--- src/rtl/regfile_fifo_ctrl_pkg.sv ---
// Shared constants for the register-file FIFO controller: depth, pointer and
// count widths, and the selectable almost-full thresholds.
package regfile_fifo_ctrl_pkg;

    localparam int unsigned FIFO_DEPTH = 32;
    localparam int unsigned ADDR_W     = 5;
    localparam int unsigned COUNT_W    = 6;

    localparam logic [COUNT_W-1:0] AF_TH0 = 6'd28;
    localparam logic [COUNT_W-1:0] AF_TH1 = 6'd24;
    localparam logic [COUNT_W-1:0] AF_TH2 = 6'd16;
    localparam logic [COUNT_W-1:0] AF_TH3 = 6'd8;

    // Map the two threshold-select configuration bits to an occupancy level
    function automatic logic [COUNT_W-1:0] af_threshold(input logic [1:0] sel);
        case (sel)
            2'b00:   return AF_TH0;
            2'b01:   return AF_TH1;
            2'b10:   return AF_TH2;
            default: return AF_TH3;
        endcase
    endfunction

endpackage

--- src/rtl/regfile_fifo_ctrl_fifo_ptr_counter.sv ---
// Wrapping pointer counter with increment enable and synchronous active-low
// reset; used for both the write and the read pointer of the FIFO.
module fifo_ptr_counter #(
    parameter int unsigned W = 5
) (
    input  logic         UserCLK,
    input  logic         UserRSTn,
    input  logic         inc,
    output logic [W-1:0] ptr
);

    // Advance by one per accepted request; natural overflow wraps to zero
    always_ff @(posedge UserCLK) begin
        if (!UserRSTn) begin
            ptr <= '0;
        end else if (inc) begin
            ptr <= ptr + 1'b1;
        end
    end

endmodule

--- src/rtl/regfile_fifo_ctrl.sv ---
// Pointer/flag controller turning the 32x4 register file into a
// first-word-fall-through FIFO. Read data comes from the register file's
// combinational port A addressed by A_ADR.
// Optional macro REGFILE_FIFO_ERR_EN adds sticky overflow/underflow flags err[1:0].
module regfile_fifo_ctrl #(
    parameter int unsigned ADDR_W       = regfile_fifo_ctrl_pkg::ADDR_W,
    parameter int unsigned NoConfigBits = 3
) (
    input  logic                    UserCLK,
    input  logic                    UserRSTn,
    input  logic                    push,
    input  logic                    pop,
    output logic [ADDR_W-1:0]       W_ADR,
    output logic                    W_en,
    output logic [ADDR_W-1:0]       A_ADR,
    output logic                    push_ok,
    output logic                    pop_ok,
    output logic                    full,
    output logic                    empty,
    output logic                    almost_full,
    input  logic [NoConfigBits-1:0] ConfigBits
`ifdef REGFILE_FIFO_ERR_EN
   ,output logic [1:0]              err
`endif
);

    import regfile_fifo_ctrl_pkg::*;

    localparam int unsigned CW = ADDR_W + 1;
    localparam logic [CW-1:0] DEPTH = {1'b1, {ADDR_W{1'b0}}};

    logic [ADDR_W-1:0] wr_ptr;
    logic [ADDR_W-1:0] rd_ptr;
    logic [CW-1:0]     count;
    logic [CW-1:0]     af_th;
    logic              en;

    // Reset takes priority over requests, so acceptance is also masked while
    // UserRSTn is low; this keeps W_en quiet during the reset cycle.
    assign en      = ConfigBits[0] & UserRSTn;
    assign empty   = (count == '0);
    assign full    = (count == DEPTH);
    assign pop_ok  = en & pop & ~empty;
    assign push_ok = en & push & (~full | pop_ok);
    assign W_en    = push_ok;
    assign W_ADR   = wr_ptr;
    assign A_ADR   = rd_ptr;
    assign af_th   = CW'(af_threshold(ConfigBits[2:1]));
    assign almost_full = (count >= af_th);

    fifo_ptr_counter #(.W(ADDR_W)) u_wr_ptr (
        .UserCLK  (UserCLK),
        .UserRSTn (UserRSTn),
        .inc      (push_ok),
        .ptr      (wr_ptr)
    );

    fifo_ptr_counter #(.W(ADDR_W)) u_rd_ptr (
        .UserCLK  (UserCLK),
        .UserRSTn (UserRSTn),
        .inc      (pop_ok),
        .ptr      (rd_ptr)
    );

    // Occupancy: +1 on push only, -1 on pop only, unchanged on both or neither
    always_ff @(posedge UserCLK) begin
        if (!UserRSTn) begin
            count <= '0;
        end else begin
            case ({push_ok, pop_ok})
                2'b10:   count <= count + 1'b1;
                2'b01:   count <= count - 1'b1;
                default: count <= count;
            endcase
        end
    end

`ifdef REGFILE_FIFO_ERR_EN
    // Sticky error capture: bit0 rejected push, bit1 pop while empty
    always_ff @(posedge UserCLK) begin
        if (!UserRSTn) begin
            err <= '0;
        end else begin
            if (push & en & ~push_ok) err[0] <= 1'b1;
            if (pop & en & empty)     err[1] <= 1'b1;
        end
    end
`endif

endmodule

--- config.mk ---
export PLATFORM = sky130hd
export DESIGN_NAME = regfile_fifo_ctrl
export DESIGN_NICKNAME = d
export VERILOG_FILES = /design/src/rtl/regfile_fifo_ctrl_pkg.sv /design/src/rtl/regfile_fifo_ctrl_fifo_ptr_counter.sv /design/src/rtl/regfile_fifo_ctrl.sv
export SDC_FILE = /design/constraint.sdc
export NUM_CORES = 1
export LEC_CHECK = 0
export ABC_CLOCK_PERIOD_IN_PS = 4600
export BUFFER_PORTS_ARGS = -buffer_cell sky130_fd_sc_hd__buf_2
export CAP_MARGIN = 20
export CORE_MARGIN = 5
export CORE_UTILIZATION = 50
export CTS_CLUSTER_SIZE = 8
export DETAILED_ROUTE_END_ITERATION = 12
export HOLD_SLACK_MARGIN = 0.08
export PLACE_DENSITY = 0.75
export SYNTH_ARGS = -nofsm -noshare
export SYNTH_HDL_FRONTEND = slang
export SYNTH_SLANG_ARGS = --single-unit
--- constraint.sdc ---
create_clock -name UserCLK -period 4.6 [get_ports UserCLK]
set_clock_uncertainty 0.2 [all_clocks]
set_input_delay 0.92 -clock UserCLK [delete_from_list [all_inputs] [get_ports UserCLK]]
set_output_delay 0.92 -clock UserCLK [all_outputs]
set_load 0.005 [all_outputs]
# After elaboration in Yosys (flattened, before gate mapping)
# Index checks and enable logic that the tools add are counted.
[op_classes]
n_eq_ne = 5
reduce_logical = 3
shifts = 0
n_mux = 2
bitwise = 8
multipliers = 0
n_addsub = 4
order_cmp = 1
div = 0
[ops]
columns = ["cell", "count"]
rows = [
  ["one-hot mux 5 bit (3 select lines)", 1],
  ["one-hot mux 6 bit (2 select lines)", 1],
  ["adder 5 x 1 -> 5 bit (second input constant)", 2],
  ["adder 6 x 1 -> 6 bit (second input constant)", 1],
  ["== test 6 bit (second input constant)", 1],
  ["greater-or-equal comparator 6 bit", 1],
  ["logical NOT 6 bit", 1],
  ["subtractor 6 x 1 -> 6 bit (second input constant)", 1],
  ["bitwise AND 1 bit", 5],
  ["== test 2 x 1 -> 1 bit (second input constant)", 2],
  ["== test 2 bit (second input constant)", 2],
  ["logical NOT 2 bit", 1],
  ["NOT 1 bit", 2],
  ["nonzero test 2 bit", 1],
  ["OR 1 bit", 1],
]
[word_totals]
register_bits = 16
n_memories = 0
wordCells = 26
input_bits = 7
romBits = 0
ramBits = 0
latchBits = 0

# Depth between registers and ports, before layout
[logic_depth]
depth_word = 7
depth_mapped = 11
mapped_depth_nobuf = 10

# Cells and area by module
# From an unflattened synthesis, not the netlist that was laid out.
[unflattened]
cells_unflattened = 118
hier_area_um2 = 1069.8
[by_module_without_submodules]
columns = ["mod", "n_inst", "area_each_um2", "seq_area_each_um2", "cells_each"]
rows = [
  ["regfile_fifo_ctrl", 1, 619.3, 120.1, 72],
  ["fifo_ptr_counter", 2, 225.2, 100.1, 23],
]

# Least setup slack after synthesis
# OpenSTA, ideal clock, no wires.
[synth_path]
path_kind = "input port to flip-flop"
startpoint = "input UserRSTn"
endpoint = "register count[5]"
t_arrival_ps = 2769
stages = 11
setup_ps = 72
n_path_buf = 1
setup_slack_ps = 1559
required_time_ps = 4328
cell_sequence = "buf_2 -> nand3_1 -> a21oi_4 -> nand2_1 -> inv_1 -> ha_1 -> a211oi_1 -> o21bai_1 -> a21oi_1 -> mux2i_1 -> mux2i_1"
[synth_between]
elab_chain_cells = 7
elab_cells_between_ends = 10
[synth_lines]
columns = ["item", "line_no", "text"]
rows = [
  ["start, declared", "regfile_fifo_ctrl.sv:10", "input logic UserRSTn,"],
  ["bitwise AND 1 bit (*)", "regfile_fifo_ctrl.sv:40", "assign en = ConfigBits[0] & UserRSTn;"],
  ["bitwise AND 1 bit (*) (2 in series)", "regfile_fifo_ctrl.sv:43", "assign pop_ok = en & pop & ~empty;"],
  ["net pop_ok", "regfile_fifo_ctrl.sv:17", "output logic pop_ok,"],
  ["OR 1 bit", "regfile_fifo_ctrl.sv:44", "assign push_ok = en & push & (~full | pop_ok);"],
  ["bitwise AND 1 bit", "regfile_fifo_ctrl.sv:44", ""],
  ["== test 2 x 1 -> 1 bit or == test 2 bit (tied branches)", "regfile_fifo_ctrl.sv:70", "case ({push_ok, pop_ok})"],
  ["one-hot mux 6 bit (2 select lines) or nonzero test 2 bit (tied branches)", "-", ""],
  ["end signal, assigned", "regfile_fifo_ctrl.sv:71", "2'b10: count <= count + 1'b1;"],
  ["end signal, assigned", "regfile_fifo_ctrl.sv:72", "2'b01: count <= count - 1'b1;"],
  ["end signal, assigned", "regfile_fifo_ctrl.sv:73", "default: count <= count;"],
  ["end, declared", "regfile_fifo_ctrl.sv:34", "logic [CW-1:0] count;"],
]
# The timed path passes the listed nets; every way through them passes the cells marked *.
# A chain may end at the register's enable or synchronous reset.

# Worst setup path after layout
[layout_path]
startpoint = "input UserRSTn"
endpoint = "register count[5]"
[layout_between]
elab_chain_cells = 7
elab_cells_between_ends = 10
[layout_lines]
columns = ["item", "line_no"]
rows = [
  ["bitwise AND 1 bit", "regfile_fifo_ctrl.sv:40"],
  ["bitwise AND 1 bit (2 in series)", "regfile_fifo_ctrl.sv:43"],
  ["OR 1 bit", "regfile_fifo_ctrl.sv:44"],
  ["bitwise AND 1 bit", "regfile_fifo_ctrl.sv:44"],
  ["== test 2 x 1 -> 1 bit or == test 2 bit (tied branches)", "regfile_fifo_ctrl.sv:70"],
  ["one-hot mux 6 bit (2 select lines) or nonzero test 2 bit (tied branches)", "-"],
]
# Parallel ways exist; a longest one is shown, timed or not.

==> results.md <==
- CTS max path bufs: 2
- CP required: 4620 ps
- Top cell type's share of synthesized area: 31.8%
- Resize count post-CTS: 0
- CTS tree: done
- Arr. time, crit path: 3080 ps
- Static Leakage: between 0.5 and 0.6 nW
- Commonest non-fill, non-tap cell in the layout: buf_2
- H-Tree Depth: 1
- Number of antenna violations at the first check in global routing: 0
- Root buffer cell: clkbuf_4
- Routed WL: 1.96 mm
- Die Y: 54.9 µm
- Slew headroom: 73.4%
- Post-CTS Setup Repair Bufs: 0
- Post-CTS Hold Buffers: 0
- Worst min-delay path startpoint: count[5]
- First-pass GRT wire length: 3.20 mm
- P&R area growth vs syn: 15.2%
- Syn Nets: 129
- Drt pass-1 iters: 4
- Crit-path max FO: 18
- RSZ-0062 raised after global routing: false
- Ys Warns: 0
- Max-cap violation count: 0
- Vias: 852
- Most frequent cells in the layout: 22 x buf_2, 16 x nand2_1, 16 x dfxtp_1
- Starting Density: 51.8%
- Slew Viols, Final: 0
- Fmax: 0.327 GHz
- TritonCTS Buffers: 3
- Worst-path clk slew: 90 ps
- Yosys top cell by area: dfxtp_1
- Gp weighted congestion: 0.772
- Register area share after synthesis: 31.8%
- Pwr Density: between 200 and 250 nW/µm²
- Distinct cell type count after synthesis: 32
- Core area: 1940 µm²
- Hold path endpoint: count[5]
- Final setup vio count: 0
- TNS Setup: 0 ps
- Vias/cell: around 5.3
- Hold path cells: 1
- Clock sinks: 16
- Vias in the first global route: between 700 and 800
- R2R setup slack: 1840 ps
- Final setup margin: 1540 ps
- # diodes: 0
- Hold Path Class: reg -> reg
- Max VDD drop: 136 µV
- Worst-Margin Slew: 398 ps
- CP Class: in -> reg
- Dpl hpwl: 1.51 mm
- DRT iter0 DRCs: 13
- Die area: 3010 µm²
- Pre-CTS setup slack: 1220 ps
- Reg2reg end: count[5]
- Worst reg-to-reg path cell count: 10
- Grt ovf: 0
- Nets: 152
- GR Util All Layers: 15.1%
- Power Total: 0.000289 W
- Synth Cell Area: 1010 µm²
- Finished Layout Cells: around 160
- Fin crit share: 66.5%
- Mean Syn Cell Area: 8.98 µm²
- Clk_lat worst skew: 290 ps
- Largest net degree at the start of global routing: 19
- Remaining DRCs: 0
- Type of origin of the critical path: input port
- RR Startpoint: count[0]
- DRT antenna net count: 0
- Num rows: 16
- # placed instances: 157
- Die Width: 54.9 µm
- Drt wl/cell: 12.2 µm
- Fin. Hold Viols: 0
- WHS: approximately 350 ps
- Outcome: finished, final reports clean
- Post-route minimum period: 3060 ps
- Buffers on Ports: 22
- Ports: 23
- Largest cells by area after synthesis: dfxtp_1 32%, ha_1 11%, xnor2_1 6.1%
- Filler cells: 174
- Worst setup EP type: flip-flop
- Share of cells above drive strength 1: a little under a quarter
- Post-synthesis register bit count: 16
- Mapped Cells: between 100 and 150
-- how the worst max path moves through the flow --
stage	start	end	slack [ps]	cells past startpoint
2_1_floorplan	UserRSTn	count[5]	1560	11
3_3_place_gp	UserRSTn	count[5]	1330	11
3_5_place_dp	UserRSTn	count[5]	1220	11
4_1_cts	UserRSTn	count[5]	1520	11
5_1_grt	UserRSTn	count[5]	1290	11
6_report	UserRSTn	count[5]	1540	11
-- layer usage --
layer / global-route usage (%) / routed length (µm)
met5: 0 / 0
met1: 16.6 / 825
met3: 2.45 / 141
met4: 9.96 / 43
met2: 26.2 / 952
-- power breakdown --
group	switching (W)	internal [W]	leakage (nW)
Combinational	0.0000233	0.0000216	0.426
Clock	0.0000456	0.0000482	0.0210
Sequential	0.00000794	0.000142	0.129
Total	0.0000769	0.000212	0.576
-- synth_stat cells, drive strengths merged --
cell type,n
a22o,1
o21bai,1
a31oi,1
nor4,1
xnor2,7
nand4,4
a21boi,1
mux2i,5
nor3,1
a21o,2
ha,9
nor2b,5
inv,4
xor2,4
buf,3
nor2,4
a211oi,1
nand3,2
fa,1
and2,9
nand2,16
o21ai,7
dfxtp,16
or4,1
clkbuf,1
a21oi,5
-- cell families after synthesis --
| family | share of synthesized area (%) |
|---|---|
| simple gates | 23.1 |
| fa+ha+maj | 13.2 |
| xor+xnor | 9.58 |
| flops | 31.8 |
| buf+inv | 4.23 |
| compound gates | 13.1 |
| mux | 4.98 |
-- final cells by class --
type                    instances  area [µm²]  share of cell area, %
repair buffers                 22         110                   9.50
inverters                       4        15.0                   1.30
well taps                      27        33.8                   2.92
clock buffers                   4        36.3                   3.13
multi-input cells              88         643                   55.5
flip-flops and latches         16         320                   27.6
-- sequential cells by signal (all words and copies together), names as in the netlist --
register and count:
u_rd_ptr.ptr 5, count 6, u_wr_ptr.ptr 5
-- worst max-delay path, stage by stage --
cell and delay (ps):
buf_2 240, nand3_1 170, a21oi_4 240, nand2_1 110, inv_1 160, ha_1 270, a211oi_1 230, o21bai_1 110
a21oi_1 190, mux2i_1 240, mux2i_1 190
-- metrics by stage --
stage / utilization [%] / area [µm²]
after detailed placement: 57.8 / 1120
final: 59.7 / 1160
after global routing: 59.7 / 1160
after CTS: 59.7 / 1160
after floorplan: - / 1010
after global placement: 57.8 / 1120
Power figures use the tool's default switching activity.
